$ cat config.mk
export PLATFORM = sky130hd
export DESIGN_NAME = crossing_scheduler
export DESIGN_NICKNAME = d
export VERILOG_FILES = /design/src/rtl/crossing_pkg.sv /design/src/rtl/rr_arbiter.sv /design/src/rtl/crossing_scheduler.sv
export SDC_FILE = /design/constraint.sdc
export NUM_CORES = 1
export LEC_CHECK = 0
export CELL_PAD_IN_SITES_DETAIL_PLACEMENT = 1
export CELL_PAD_IN_SITES_GLOBAL_PLACEMENT = 1
export CORE_ASPECT_RATIO = 1.5
export CORE_MARGIN = 4
export CORE_UTILIZATION = 43
export DETAILED_ROUTE_END_ITERATION = 10
export PLACE_DENSITY = 0.78
export SLEW_MARGIN = 20
export SYNTH_ARGS = -nofsm -noshare
export SYNTH_HDL_FRONTEND = slang
export SYNTH_SLANG_ARGS = --single-unit
$ cat constraint.sdc
create_clock -name clock -period 2.2 [get_ports clock]
set_input_delay 0.33 -clock clock [delete_from_list [all_inputs] [get_ports clock]]
set_output_delay 0.33 -clock clock [all_outputs]
set_load 0.005 [all_outputs]
$ cat src/rtl/crossing_pkg.sv
`default_nettype none
// ============================================================================
//  Module  : crossing_pkg
//  Purpose : Shared phase encoding and default timing for crossing_scheduler.
//  Rev     : 1.0  initial release
// ============================================================================
package crossing_pkg;

    typedef enum logic [2:0] {
        GREEN   = 3'd0,
        YELLOW  = 3'd1,
        ALL_RED = 3'd2,
        WALK    = 3'd3,
        FLASH   = 3'd4,
        CLEAR   = 3'd5
    } phase_e;

    localparam int DEF_N_XWALK     = 2;
    localparam int DEF_CNT_W       = 16;
    localparam int DEF_T_MIN_GREEN = 1000;
    localparam int DEF_T_YELLOW    = 200;
    localparam int DEF_T_ALLRED    = 100;
    localparam int DEF_T_WALK      = 1200;
    localparam int DEF_T_FLASH     = 600;
    localparam int DEF_T_BLINK     = 100;

    // True when a duration is non-zero and representable in a w-bit counter.
    function automatic bit t_fits(input int t, input int w);
        return (t >= 1) && (longint'(t) < (longint'(1) << w));
    endfunction

endpackage
`default_nettype wire

$ cat src/rtl/rr_arbiter.sv
`default_nettype none
// ============================================================================
//  Module  : rr_arbiter
//  Purpose : Combinational round-robin pick of the first pending bit at or
//            above rr_ptr, wrapping modulo N.
//  Rev     : 1.0  initial release
// ============================================================================
module rr_arbiter #(
    parameter int N = 2
) (
    input  logic [N-1:0]         pending,
    input  logic [$clog2(N)-1:0] rr_ptr,
    output logic [$clog2(N)-1:0] grant_idx,
    output logic                 grant_valid
);

    localparam int IDX_W = $clog2(N);

    int scan_idx;

    // Walk offsets from farthest to nearest so the nearest hit is kept last.
    always_comb begin
        grant_idx   = '0;
        grant_valid = |pending;
        scan_idx    = 0;
        for (int k = N - 1; k >= 0; k--) begin
            scan_idx = int'(rr_ptr) + k;
            if (scan_idx >= N) begin
                scan_idx = scan_idx - N;
            end
            if (pending[IDX_W'(scan_idx)]) begin
                grant_idx = IDX_W'(scan_idx);
            end
        end
    end

endmodule
`default_nettype wire

$ cat src/rtl/crossing_scheduler.sv
`default_nettype none
// ============================================================================
//  Module  : crossing_scheduler
//  Purpose : Main-road phase sequencer serving N_XWALK pedestrian crosswalks
//            round-robin after a minimum green; one clock = one 10 ms tick.
//  Rev     : 1.0  initial release
// ============================================================================
module crossing_scheduler
    import crossing_pkg::*;
#(
    parameter int N_XWALK     = DEF_N_XWALK,
    parameter int CNT_W       = DEF_CNT_W,
    parameter int T_MIN_GREEN = DEF_T_MIN_GREEN,
    parameter int T_YELLOW    = DEF_T_YELLOW,
    parameter int T_ALLRED    = DEF_T_ALLRED,
    parameter int T_WALK      = DEF_T_WALK,
    parameter int T_FLASH     = DEF_T_FLASH,
    parameter int T_BLINK     = DEF_T_BLINK
) (
    input  logic                       clock,
    input  logic                       reset,
    input  logic [N_XWALK-1:0]         btn,
    output logic                       green,
    output logic                       yellow,
    output logic                       red,
    output logic [N_XWALK-1:0]         walk,
    output logic [N_XWALK-1:0]         no_walk,
    output logic                       beeper,
    output logic                       busy,
    output logic [$clog2(N_XWALK)-1:0] served_idx
);

    localparam int IDX_W = $clog2(N_XWALK);

    if (N_XWALK < 2 || N_XWALK > 8) begin : g_bad_n_xwalk
        $error("crossing_scheduler: N_XWALK must be within 2..8");
    end

    if (!t_fits(T_MIN_GREEN, CNT_W) || !t_fits(T_YELLOW, CNT_W) ||
        !t_fits(T_ALLRED, CNT_W)    || !t_fits(T_WALK, CNT_W)   ||
        !t_fits(T_FLASH, CNT_W)     || !t_fits(T_BLINK, CNT_W)) begin : g_bad_cnt_w
        $error("crossing_scheduler: every T_* must be in 1..2**CNT_W-1");
    end

    localparam logic [CNT_W-1:0] MIN_GREEN   = CNT_W'(T_MIN_GREEN);
    localparam logic [CNT_W-1:0] LAST_YELLOW = CNT_W'(T_YELLOW - 1);
    localparam logic [CNT_W-1:0] LAST_ALLRED = CNT_W'(T_ALLRED - 1);
    localparam logic [CNT_W-1:0] LAST_WALK   = CNT_W'(T_WALK - 1);
    localparam logic [CNT_W-1:0] LAST_FLASH  = CNT_W'(T_FLASH - 1);
    localparam logic [CNT_W-1:0] LAST_BLINK  = CNT_W'(T_BLINK - 1);
    localparam logic [N_XWALK-1:0] ONE_HOT0  = {{(N_XWALK-1){1'b0}}, 1'b1};

    phase_e             state;
    phase_e             state_next;
    logic [N_XWALK-1:0] btn_meta;
    logic [N_XWALK-1:0] btn_sync;
    logic [N_XWALK-1:0] pending;
    logic [N_XWALK-1:0] set_mask;
    logic [N_XWALK-1:0] served_mask;
    logic [N_XWALK-1:0] grant_mask;
    logic [IDX_W-1:0]   rr_ptr;
    logic [IDX_W-1:0]   rr_next;
    logic [IDX_W-1:0]   grant_idx;
    logic               grant_valid;
    logic [CNT_W-1:0]   phase_cnt;
    logic [CNT_W-1:0]   green_tmr;
    logic [CNT_W-1:0]   blink_cnt;
    logic               blink_off;
    logic               phase_exit;
    logic               grant_take;

    rr_arbiter #(
        .N (N_XWALK)
    ) u_arb (
        .pending     (pending),
        .rr_ptr      (rr_ptr),
        .grant_idx   (grant_idx),
        .grant_valid (grant_valid)
    );

    assign phase_exit  = (state_next != state);
    assign grant_take  = (state == GREEN) && phase_exit;
    assign served_mask = ONE_HOT0 << served_idx;
    assign grant_mask  = ONE_HOT0 << grant_idx;
    assign rr_next     = (grant_idx == IDX_W'(N_XWALK - 1)) ? '0 : grant_idx + IDX_W'(1);
    // A press on the crosswalk currently walking is dropped, not queued.
    assign set_mask    = btn_sync & ~((state == WALK) ? served_mask : '0);

    always_ff @(posedge clock or posedge reset) begin
        if (reset) begin
            state <= GREEN;
        end else begin
            state <= state_next;
        end
    end

    always_comb begin
        state_next = state;
        case (state)
            GREEN:   if (grant_valid && green_tmr == MIN_GREEN) state_next = YELLOW;
            YELLOW:  if (phase_cnt == LAST_YELLOW)              state_next = ALL_RED;
            ALL_RED: if (phase_cnt == LAST_ALLRED)              state_next = WALK;
            WALK:    if (phase_cnt == LAST_WALK)                state_next = FLASH;
            FLASH:   if (phase_cnt == LAST_FLASH)               state_next = CLEAR;
            CLEAR:   if (phase_cnt == LAST_ALLRED)              state_next = GREEN;
            default:                                            state_next = GREEN;
        endcase
    end

    always_ff @(posedge clock or posedge reset) begin
        if (reset) begin
            phase_cnt <= '0;
            green_tmr <= MIN_GREEN;
            blink_cnt <= '0;
            blink_off <= 1'b0;
        end else begin
            if (phase_exit) begin
                phase_cnt <= '0;
            end else if (state != GREEN) begin
                phase_cnt <= phase_cnt + CNT_W'(1);
            end

            if (state == CLEAR && phase_exit) begin
                green_tmr <= '0;
            end else if (state == GREEN && green_tmr != MIN_GREEN) begin
                green_tmr <= green_tmr + CNT_W'(1);
            end

            if (state != FLASH) begin
                blink_cnt <= '0;
                blink_off <= 1'b0;
            end else if (blink_cnt == LAST_BLINK) begin
                blink_cnt <= '0;
                blink_off <= ~blink_off;
            end else begin
                blink_cnt <= blink_cnt + CNT_W'(1);
            end
        end
    end

    // Grant clear is applied after the set so a coincident press is dropped.
    always_ff @(posedge clock or posedge reset) begin
        if (reset) begin
            btn_meta   <= '0;
            btn_sync   <= '0;
            pending    <= '0;
            rr_ptr     <= '0;
            served_idx <= '0;
        end else begin
            btn_meta <= btn;
            btn_sync <= btn_meta;
            pending  <= (pending | set_mask) & ~(grant_take ? grant_mask : '0);
            if (grant_take) begin
                served_idx <= grant_idx;
                rr_ptr     <= rr_next;
            end
        end
    end

    always_comb begin
        green   = 1'b0;
        yellow  = 1'b0;
        red     = 1'b0;
        walk    = '0;
        no_walk = '1;
        case (state)
            GREEN:   green  = 1'b1;
            YELLOW:  yellow = 1'b1;
            default: red    = 1'b1;
        endcase
        if (state == WALK) begin
            walk    = served_mask;
            no_walk = ~served_mask;
        end else if (state == FLASH && blink_off) begin
            no_walk = ~served_mask;
        end
        beeper = |walk;
        busy   = (state != GREEN);
    end

endmodule
`default_nettype wire

# After elaboration in Yosys (flattened, before gate mapping)
# Cells that the tools add are included.
dict set report totals {
  in_bits 4
  out_inout_bits 10
  reg_bits 60
}
dict set report op_classes {
  n_addsub 7
  mux 31
  eq_ne 14
  reduce_logical 13
  bitwise 7
  n_shift 2
  magnitude_cmp 4
}
# op n
set ops {}
lappend ops {{2-to-1 mux 16 bit} 6}
lappend ops {{adder 16 x 1 -> 16 bit, second input constant} 3}
lappend ops {{== test 16 x 10 -> 1 bit, second input constant} 2}
lappend ops {{== test 16 x 7 -> 1 bit, second input constant} 2}
lappend ops {{2-to-1 mux 3 bit} 6}
lappend ops {{case mux 3 bit (6 select lines)} 1}
lappend ops {{== test 16 x 11 -> 1 bit, second input constant} 1}
lappend ops {{== test 16 x 8 -> 1 bit, second input constant} 1}
lappend ops {{!= test 16 x 10 -> 1 bit, second input constant} 1}
lappend ops {{2-to-1 mux 1 bit} 14}
lappend ops {{2-to-1 mux 2 bit} 4}
lappend ops {{== test 3 x 2 -> 1 bit, second input constant} 2}
lappend ops {{== test 3 bit, second input constant} 2}
lappend ops {{less-than comparator 1 x 3 -> 1 bit, second input constant} 2}
lappend ops {{inverter 2 bit} 3}
lappend ops {{nonzero test 2 bit} 3}
lappend ops {{OR reduction 2 bit} 3}
lappend ops {{logical AND 1 bit} 5}
lappend ops {{AND 2 bit} 2}
lappend ops {{<< shifter 1 x 1 -> 2 bit, first input constant} 2}
lappend ops {{== test 3 x 1 -> 1 bit, second input constant} 1}
lappend ops {{logical NOT 3 bit} 1}
lappend ops {{!= test 3 bit} 1}
lappend ops {{!= test 3 bit, second input constant} 1}
lappend ops {{other kinds (8)} 9}

# Longest topological paths before layout
# Gate-level depths: netlist of the first run.
dict set report logic_depth {
  ltp_word 12
  mapped_depth 9
  depth_no_buf 7
}

# By module
# Synthesis of the first run repeated with hierarchy kept, for this count alone.
dict set report hier_totals {
  cells_unflattened 334
  hier_area_um2 3258.1
}
# mod cells_each n_inst area_per_inst_um2 seq_area_each_um2
set by_module_without_submodules {}
lappend by_module_without_submodules {crossing_scheduler 332 1 3245.6 1508.9}
lappend by_module_without_submodules {rr_arbiter 2 1 12.5 0.0}

# Worst setup path after synthesis of the first run
# Ideal clock, no wire load.
dict set report synth_timing {
  path_kind {register to register}
  from {register phase_cnt[8]}
  to {register phase_cnt[6]}
  path_stages_with_launch 7
  n_path_buf 1
  synth_period_minus_slack_ns 2.115
  setup_slack_ns 0.085
  arrival_ns 1.996
  setup_time_ns 0.119
  path_cell_list {dfrtp_1 > or4_4 > nor4_4 > o32ai_2 > a211oi_4 > buf_6 > nor2_2}
}
dict set report synth_via {
  elab_chain_len 5
}
# item line_no
set synth_lines {}
lappend synth_lines {{from (decl)} crossing_scheduler.sv:65} ;# logic [CNT_W-1:0] phase_cnt;
lappend synth_lines {{from (signal assigned)} crossing_scheduler.sv:120} ;# phase_cnt <= phase_cnt + CNT_W'(1);
lappend synth_lines {{== test 16 x 7 -> 1 bit (tied with other cells)} {crossing_scheduler.sv:102, crossing_scheduler.sv:105}}
lappend synth_lines {{2-to-1 mux 3 bit (on tied branches)} -}
lappend synth_lines {{case mux 3 bit (6 select lines) *} crossing_scheduler.sv:99} ;# case (state)
lappend synth_lines {{!= test 3 bit *} crossing_scheduler.sv:81} ;# assign phase_exit = (state_next != state);
lappend synth_lines {{2-to-1 mux 16 bit / nonzero test 2 bit (equally long branches)} -}
# Every way passes the cells marked *; elsewhere a longest branch is shown, timed or not.
# A chain may end at the register's enable or synchronous reset.

# Worst setup path after layout of the first run
dict set report layout_timing {
  from {register phase_cnt[4]}
  to {register phase_cnt[2]}
}
# Same word-level chain as after synthesis.

==> metrics.md, run 1 <==
| Metric | Value |
|---|---|
| VDD IR max | `between 0.5 and 0.6 mV` |
| P_sw | `0.000549 W` |
| Minimum clock period | `between 2 and 2.5 ns` |
| Worst path top cell family by delay | `simple AND/OR/NAND/NOR gates` |
| Required time worst endpoint | `between 2 and 2.5 ns` |
| Die area | `9240 µm²` |
| Initial Utilization | `44.0%` |
| Vias per cell | `around 5.6` |
| Post-Syn Area per Cell | `9.59 µm²` |
| Leakage | `around 1.8 nW` |
| Number of port buffers | `13` |
| Relative slew slack | `a little under three fifths` |
| Vias | `between 2000 and 3000` |
| DRT Pass-1 Iters | `4` |
| Tightest Pin Transition | `roughly 0.66 ns` |
| DRT Wirelength | `approximately 9300 µm` |
| H-tree depth | `3` |
| Synth Cell Area | `about 3300 µm²` |
| Synth Instances | `around 350` |
| Final Power | `roughly 0.0028 W` |
| Commonest non-fill, non-tap cell in the layout | `dfrtp_1` |
| Achievable Freq | `~460 MHz` |
| N_diodes | `0` |
| Flops & latches, synth | `60` |
| Gpl congestion | `between 0.8 and 0.9` |
| Filler cells | `834` |
| First-pass GRT wire length | `about 15000 µm` |
| Slowest cell delay on critical path | `roughly 0.48 ns` |
| HP Class | `input pin to asynchronous set/reset pin` |
| Clock root cell | `clkbuf_16` |
| DRC violations left | `0` |
| Switching Fraction | `approximately 19%` |
| Final Hold Viols | `0` |
| Warnings from Yosys | `0` |
| Initial DRC count | `roughly 160` |
| Cts hold-fix bufs | `0` |
| Initial antenna violation count | `0` |
| Setup TNS | `0 ns` |
| Final setup vio count | `0` |
| MaxCap Viol Count | `0` |
| Maximum buffer depth of the clock tree | `2` |
| Most used DFF post-synth | `dfrtp_1` |
| CTS sink cnt | `60` |
| Seq/Total Area, Yosys | `45.4%` |
| Power density over the cells | `671 nW/µm²` |
| Most frequent cells in the layout | `dfrtp_1, nor2_1, nand2_1` |
| Syn nets | `~360` |
| Post-DP HPWL | `roughly 6500 µm` |
| Tcrit/Tclk final | `between 90 and 100%` |
| Post-synth cell types | `56` |
| Power share of the combinational group | `under 10%` |
| CP max-delay cell | `nor3b_1` |
| Final core utilization | `roughly 56%` |
| Post-synth EDFFs | `0` |
| IO Count | `14` |
| RSZ-0062 raised after global routing | `yes` |
| Die span in y | `between 100 and 150 µm` |
| Clock Power Share | `roughly three fifths` |
| GRT Total Usage | `22.2%` |
| Post-DR wirelength/cell | `roughly 19 µm` |
| Clk slew on worst S/H paths | `~0.05 ns` |
| Final nets | `between 300 and 400` |
| FP Rows | `39` |
| Critical path start-end classification | `register to register` |
| Async set or reset register ratio after synthesis | `100%` |
| Final ANT Viol Nets | `0` |
| Share of cells above drive strength 1 | `23.5%` |
| CORE AREA | `approximately 7600 µm²` |
| Critical path launch point type | `register` |
| Area Growth Syn to Fin | `27.2%` |
| TritonCTS clock tree | `built` |
| Clk Latency, worst-skew pair | `0.34 ns` |
| Crit path DAT | `around 2.4 ns` |
| Status | `completed` |
| Clock Skews | `between 0.005 and 0.006 ns` |
| CP max FO | `14` |
| Critical path buffers and inverters | `2` |
| Aggregate global routing overflow | `0` |
| Flop pwr share | `between 30% and 40%` |
| Worst setup EP type | `register` |
| CTS buffer count | `9` |
| Fin. max-slew vios | `0` |
| X dimension of the die | `roughly 80 µm` |
| CP cell instances | `buf_4 > nor3b_1 > and4_1 > o21ai_0 > a211oi_4 > buf_12 > a311oi_1` |
| Vias in the first global route | `3120` |
| Pin count of the biggest net entering global routing | `28` |
| P_int | `about 0.0023 W` |
## per-layer routing
| layer | GRT usage, % | part of all wire [%] |
|---|---|---|
| met3 | 4.35 | 2.2 |
| met5 | 0 | 0 |
| met1 | 21.5 | 36 |
| met2 | 41.7 | 58 |
| met4 | 14.9 | 4.1 |
## path summary, 6_finish.rpt
check | slack [ns] | endpoint | start | cells after the start
worst min register to register | 0.35 | btn_sync[0] | btn_meta[0] | 0
min in group clock | 0.35 | btn_sync[0] | btn_meta[0] | 0
max in group asynchronous | 1.27 | phase_cnt[13] | reset | 3
worst max-delay path | 0.02 | phase_cnt[2] | phase_cnt[4] | 7
worst max register to register | 0.02 | phase_cnt[2] | phase_cnt[4] | 7
worst min-delay path | 0.35 | blink_cnt[11] | reset | 2
## layout make-up
| type | count | area (µm²) | share of cell area, % |
|---|---|---|---|
| sequential | 60 | 1510 | 35.7 |
| timing repair buffer | 45 | 417 | 9.85 |
| inverter | 14 | 55.1 | 1.30 |
| multi-input combinational | 260 | 1760 | 41.7 |
| tap | 102 | 128 | 3.02 |
| clock buffer | 11 | 253 | 5.97 |
| clock inverter | 5 | 106 | 2.51 |
## power by group through the flow
stage	Sequential [W]	Combinational [W]	Clock [W]
floorplan	0.00113	0.0000163	0
global placement	0.00113	0.0000346	0
detailed placement	0.00113	0.0000358	0
CTS	0.00111	0.0000358	0.00172
global route	0.00111	0.0000393	0.00178
finish	0.00111	0.0000336	0.00169
## metrics by stage
stage	setup WS (ns)	hold WS (ns)	instance area, µm²	instances
final	0.0214	0.346	4230	497
after global routing	-0.0715	0.349	4230	497
after CTS	0.000894	0.349	4160	494
after detailed placement	-0.0829	0.336	3720	475
after global placement	-0.0772	0.333	3720	475
after floorplan	0.0846	0.331	3330	347
## Yosys cell counts, drive strengths merged (2+ instances only)
library cell | n | area (µm²)
nor3 | 12 | 60.1
and3 | 7 | 43.8
nor4 | 11 | 90.1
nand4b | 2 | 17.5
nor4bb | 2 | 20.0
or4 | 5 | 48.8
o21ai | 10 | 50.1
dfrtp | 54 | 1350
a22oi | 2 | 15.0
nand2b | 3 | 18.8
nor3b | 3 | 22.5
nor4b | 5 | 43.8
nand3 | 14 | 70.1
ha | 4 | 50.1
o31ai | 2 | 15.0
buf | 10 | 88.8
inv | 14 | 52.6
a21oi | 6 | 30.0
nor2b | 3 | 18.8
nand4 | 14 | 87.6
dfstp | 6 | 158
xor2 | 18 | 158
nor2 | 55 | 231
xnor2 | 21 | 184
and4 | 6 | 53.8
or3 | 4 | 25.0
nand2 | 31 | 116
clkbuf | 3 | 11.3
## registers in the layout (all words and copies together) (netlist names)
name	flops
blink_cnt	16
blink_off	1
btn_meta	2
btn_sync	2
green_tmr	16
pending	2
phase_cnt	16
rr_ptr	1
served_idx	1
state	3
## kinds of logic (layout without fill, tap and decap cells)
logic type | count (synthesis) | count (layout) | synth area share, %
compound gates | 32 | 32 | 6.96
flops | 60 | 60 | 45.4
buf+inv | 27 | 75 | 4.59
mux | 1 | 1 | 0.301
fa+ha+maj | 4 | 4 | 1.50
simple gates | 184 | 184 | 31.0
xor+xnor | 39 | 39 | 10.3
## timing repair
item                                    CTS  global route
resized for setup                        16            11
buffers inserted                          3             3
endpoints found under the setup margin   23            19
pin swaps                                 2             3
Power figures use the tool's default switching activity.
==> inputs of run 2 (changes only) <==
ABC_AREA = 0   (was not set)
PLACE_DENSITY = 0.87   (was 0.78)
==> metrics.md, run 2 (synthesized netlist as in run 1, its figures left out) <==
| Metric | Value |
|---|---|
| RR Startpoint | `phase_cnt[0]` |
| Critical Path Source | `phase_cnt[0]` |
| DRT Pass-1 Iters | `4` |
| Achievable Freq | `450 MHz` |
| N_diodes | `0` |
| Vias in the first global route | `3157` |
| Biggest regs | `blink_cnt x16, green_tmr x16, phase_cnt x16` |
| Post-DP HPWL | `roughly 6100 µm` |
| Pin count of the biggest net entering global routing | `32` |
| Tcrit/Tclk final | `101%` |
| Placed Cells incl. Taps | `between 400 and 500` |
| FP Rows | `39` |
| Power density over the cells | `around 570 nW/µm²` |
| Crit path DAT | `~2.4 ns` |
| Vias | `between 2000 and 3000` |
| Maximum buffer depth of the clock tree | `2` |
| Share of cells above drive strength 1 | `between 20% and 30%` |
| DRC violations left | `0` |
| Leakage | `1.78 nW` |
| R2R cell count | `7` |
| Minimum clock period | `around 2.2 ns` |
| Final Hold Viols | `0` |
| Setup TNS | `-0.151 ns` |
| Hold WS | `0.305 ns` |
| Vias per cell | `around 5.8` |
| Clk Latency, worst-skew pair | `about 0.34 ns` |
| DRT Wirelength | `around 10000 µm` |
| Fin. max-slew vios | `0` |
| X dimension of the die | `79.8 µm` |
| Status | `finished, violations left` |
| Required time worst endpoint | `around 2.4 ns` |
| Final setup vio count | `8` |
| RSZ-0062 raised after global routing | `yes` |
| Final core utilization | `between 50% and 60%` |
| Critical path launch point type | `register` |
| HP Class | `input pin to asynchronous set/reset pin` |
| Critical path start-end classification | `register to register` |
| Cts hold-fix bufs | `0` |
| VDD IR max | `just over 0.4 mV` |
| GRT Total Usage | `a little over a fifth` |
| H-tree depth | `3` |
| Non-Filler Instances | `500` |
| Relative slew slack | `60.9%` |
| First-pass GRT wire length | `about 15000 µm` |
| Area Growth Syn to Fin | `29.5%` |
| Failing checks | `negative setup slack` |
| Filler cells | `around 810` |
| Post-DR wirelength/cell | `approximately 21 µm` |
| CTS buffer count | `9` |
| Clk slew on worst S/H paths | `around 0.05 ns` |
| FF-to-FF End | `phase_cnt[5]` |
| Die area | `roughly 9200 µm²` |
| CORE AREA | `~7600 µm²` |
| Most frequent cells in the layout | `dfrtp_1, nor2_1, buf_4` |
| Tightest Pin Transition | `slightly below 0.6 ns` |
| Final ANT Viol Nets | `0` |
| Internal reg-to-reg setup slack | `-0.02 ns` |
| Worst setup EP type | `register` |
| Initial Utilization | `a little over two fifths` |
| Final nets | `~400` |
| IO Count | `14` |
| Gpl congestion | `around 0.88` |
| Commonest non-fill, non-tap cell in the layout | `dfrtp_1` |
| Critical Path Sink | `phase_cnt[5]` |
| Setup ws final | `-0.0243 ns` |
| Number of port buffers | `13` |
| Initial antenna violation count | `0` |
| Aggregate global routing overflow | `0` |
| TritonCTS clock tree | `built` |
| Dpl ws | `-0.0107 ns` |
| MaxCap Viol Count | `0` |
| CTS sink cnt | `60` |
| Clock root cell | `clkbuf_16` |
| CP max FO | `7` |
| Initial DRC count | `around 220` |
| Clock Skews | `approximately 0.0086 ns` |
| Die span in y | `roughly 120 µm` |
-- run 2: changes by cell type in the layout (fill, tap and decap cells not counted), sizes merged, moves of 2 or more --
cell,previous run,this run
buf,32,35
bufinv,3,0
dlymetal6s2s,1,3
clkinv,0,2
clkbuf,11,14
-- run 2: repair_timing --
item | in CTS | in global routing
setup endpoints to repair | 21 | 27
pin swaps | 3 | 16
resized for setup | 12 | 38
buffers inserted | 4 | 9
cloned | 0 | 1
-- run 2: per-stage QoR --
stage / instance area (µm²) / power [W]
5_1_grt: 4310 / 0.00252
3_5_place_dp: 3670 / 0.00116
3_3_place_gp: 3670 / 0.00116
6_report: 4310 / 0.00246
4_1_cts: 4020 / 0.00247
2_1_floorplan: 3330 / 0.00114
-- run 2: worst min-delay path by stage --
stage	startpoint	to	slack [ns]	cells after the start
after floorplan	btn_meta[0]	btn_sync[0]	0.33	0
after global placement	btn_meta[0]	btn_sync[0]	0.33	0
after detailed placement	btn_meta[0]	btn_sync[0]	0.34	0
after CTS	reset	green_tmr[4]	0.32	2
after global routing	reset	green_tmr[11]	0.36	2
final	reset	green_tmr[11]	0.30	2
-- run 2: area by class of cell --
type,count,area (µm²),share of cell area (%)
Inverter,14,57.6,1.34
Tap cell,102,128,2.96
Multi-Input combinational cell,260,1880,43.7
Sequential cell,60,1510,35.1
Clock inverter,2,10.0,0.232
Clock buffer,13,260,6.04
Timing Repair Buffer,49,458,10.6
-- run 2: worst max-delay path: stages, from the launching register on --
cell and delay [ns]:
dfrtp_1 0.47, ha_4 0.24, nor4bb_4 0.30, and4_1 0.26, o21ai_0 0.15, a211oi_4 0.39, clkbuf_16 0.26, nor2_4 0.03
-- run 2: power breakdown --
| part | internal [W] | switching (W) | leakage [nW] |
|---|---|---|---|
| Combinational | 0.00000975 | 0.0000241 | 0.859 |
| Clock | 0.000813 | 0.000501 | 0.135 |
| Sequential | 0.00111 | 0.00000131 | 0.784 |
-- run 2: per-layer routing --
metal  up-vias  global-route usage, %  wire length (µm)
li1       1312                      -                 -
met1      1494                   23.6              3810
met2        72                   39.7              5730
met3        43                   4.20               298
met4         0                   12.4               591
met5         -                      0                 0
==> inputs of run 3 (changes only) <==
clock period = 2.02 ns   (was 2.2 ns; I/O delays follow)
==> metrics.md, run 3 (synthesized netlist as in run 1, its figures left out) <==
| Metric | Value |
|---|---|
| VDD IR max | `about 0.41 mV` |
| Met3 track demand over resource | `6.07%` |
| Placed Cells incl. Taps | `495` |
| Clock Skews | `0.00920 ns` |
| Tcrit/Tclk final | `105%` |
| Critical path buffers and inverters | `3` |
| Status | `finished, violations left` |
| Leakage | `1.91 nW` |
| Critical path launch point type | `register` |
| Final nets | `between 400 and 500` |
| X dimension of the die | `79.8 µm` |
| Initial antenna violation count | `0` |
| Die area | `9240 µm²` |
| H-tree depth | `3` |
| RR Startpoint | `phase_cnt[3]` |
| Post-DP HPWL | `just under 7000 µm` |
| Initial Utilization | `about 44%` |
| Final ANT Viol Nets | `0` |
| DRC violations left | `0` |
| N_diodes | `0` |
| Biggest regs | `blink_cnt x16, green_tmr x16, phase_cnt x16` |
| Worst setup EP type | `register` |
| Hold WS | `about 0.35 ns` |
| Clock root cell | `clkbuf_16` |
| First-pass GRT wire length | `approximately 17000 µm` |
| HP Class | `input pin to asynchronous set/reset pin` |
| DRT Pass-1 Iters | `4` |
| Vias | `around 3000` |
| R2R cell count | `8` |
| Filler cells | `~830` |
| Minimum clock period | `2.12 ns` |
| Die span in y | `~120 µm` |
| Slowest cell delay on critical path | `0.38 ns` |
| MaxCap Viol Count | `0` |
| RSZ-0062 raised after global routing | `yes` |
| Tightest Pin Transition | `approximately 0.47 ns` |
| GRT Total Usage | `roughly a quarter` |
| Initial DRC count | `221` |
| Final Hold Viols | `0` |
| Area of the multi-input gates | `roughly 1800 µm²` |
| Critical Path Sink | `phase_cnt[12]` |
| Power density over the cells | `between 500 and 600 nW/µm²` |
| Share of cells above drive strength 1 | `32.6%` |
| FP Rows | `39` |
| Setup ws final | `-0.0953 ns` |
| CP max-delay cell | `dfrtp_1` |
| Most frequent cells in the layout | `buf_4, dfrtp_1, nor2_1` |
| Met1 usage | `about 26%` |
| Failing checks | `negative setup slack` |
| Critical path depth | `8` |
| Vias in the first global route | `between 3000 and 4000` |
| CP cell instances | `buf_4 > buf_4 > nor3_1 > nor3b_2 > a221oi_2 > a211oi_4 > buf_4 > nor2_1` |
| Number of port buffers | `13` |
| Vias per cell | `5.82` |
| Clk Latency, worst-skew pair | `roughly 0.34 ns` |
| Internal reg-to-reg setup slack | `-0.1 ns` |
| Pin count of the biggest net entering global routing | `a little over 60` |
| CP max FO | `8` |
| Most used cell, CP | `buf_4` |
| Maximum buffer depth of the clock tree | `2` |
| CORE AREA | `between 7000 and 8000 µm²` |
| Crit path DAT | `roughly 2.3 ns` |
| DRT Wirelength | `11100 µm` |
| Met2 Use GR | `between 40 and 50%` |
| Area Growth Syn to Fin | `33.6%` |
| Fin. max-slew vios | `0` |
| Achievable Freq | `around 470 MHz` |
| FF-to-FF End | `phase_cnt[12]` |
| Relative slew slack | `about two thirds` |
| TritonCTS clock tree | `built` |
| Non-Filler Instances | `528` |
| Post-DR wirelength/cell | `between 20 and 25 µm` |
| Storage element area | `1510 µm²` |
| Worst path top cell family by delay | `simple AND/OR/NAND/NOR gates` |
| GR peak layer | `met2` |
| IO Count | `14` |
| Aggregate global routing overflow | `0` |
| Clk slew on worst S/H paths | `approximately 0.05 ns` |
| Commonest non-fill, non-tap cell in the layout | `buf_4` |
| Gpl congestion | `0.841` |
| Required time worst endpoint | `~2.2 ns` |
| Final setup vio count | `19` |
| Critical Path Source | `phase_cnt[3]` |
| Critical path start-end classification | `register to register` |
| CTS sink cnt | `60` |
| CTS buffer count | `9` |
==> run 3: cell types whose count changed in the layout (fill, tap and decap cells not counted), moves of 3 or more <==
cell / before / now
buf_4: 31 / 56
buf_6: 2 / 5
clkdlybuf4s50_1: 10 / 6
dlygate4sd2_1: 0 / 5
nor2_2: 3 / 10
nor2_4: 8 / 1
nor3_2: 1 / 4
o21ai_0: 10 / 7
==> run 3: layout make-up <==
class                           count  share of cell area, %
Multi-Input combinational cell    260                   41.4
Sequential cell                    60                   34.0
Timing Repair Buffer               76                   14.5
Clock buffer                       14                   5.72
Tap cell                          102                   2.87
Inverter                           14                   1.35
Clock inverter                      2                  0.225
==> run 3: report_power, final <==
group	internal (W)	switching, W	leakage [nW]
registers	0.00121	0.00000144	0.788
logic	0.00000953	0.0000248	0.996
clock network	0.000860	0.000549	0.131
==> run 3: routing by layer <==
layer	wire (µm)	vias to the layer above
met2	6180	99
met4	475	0
met3	409	45
met1	4060	1553
li1	-	1375
met5	0	-
==> run 3: worst min path at each step <==
| stage | end | cells after the start | slack, ns | from |
|---|---|---|---|---|
| global placement | btn_sync[1] | 0 | 0.35 | btn_meta[1] |
| floorplan | btn_sync[0] | 0 | 0.33 | btn_meta[0] |
| CTS | btn_sync[0] | 3 | 0.36 | reset |
| detailed placement | btn_sync[1] | 0 | 0.34 | btn_meta[1] |
| finish | green_tmr[12] | 3 | 0.35 | reset |
| global route | green_tmr[12] | 3 | 0.37 | reset |
==> run 3: tightest hold or removal path: cells and delay by family <==
kind     cells  cell delay (ns)
buf+inv      3             0.77
==> run 3: what timing repair did <==
action | CTS | global route
pin swaps | 6 | 10
resized for setup | 31 | 26
setup endpoints to repair | 42 | 51
setup buffers | 8 | 10
cloned | 0 | 0
hold buffers | 0 | 0
==> run 3: metrics by stage <==
stage	instance area [µm²]	TNS (ns)	total power (W)	util (%)	worst slack, ns
6_report	4440	-1.24	0.00265	58.8	-0.0953
5_1_grt	4440	-3.02	0.00274	58.8	-0.171
4_1_cts	4270	-0.877	0.00266	56.4	-0.0752
3_5_place_dp	3860	-0.896	0.00127	51.0	-0.130
3_3_place_gp	3860	-0.00720	0.00126	51.0	-0.00244
2_1_floorplan	3330	-0.420	0.00125	-	-0.0393
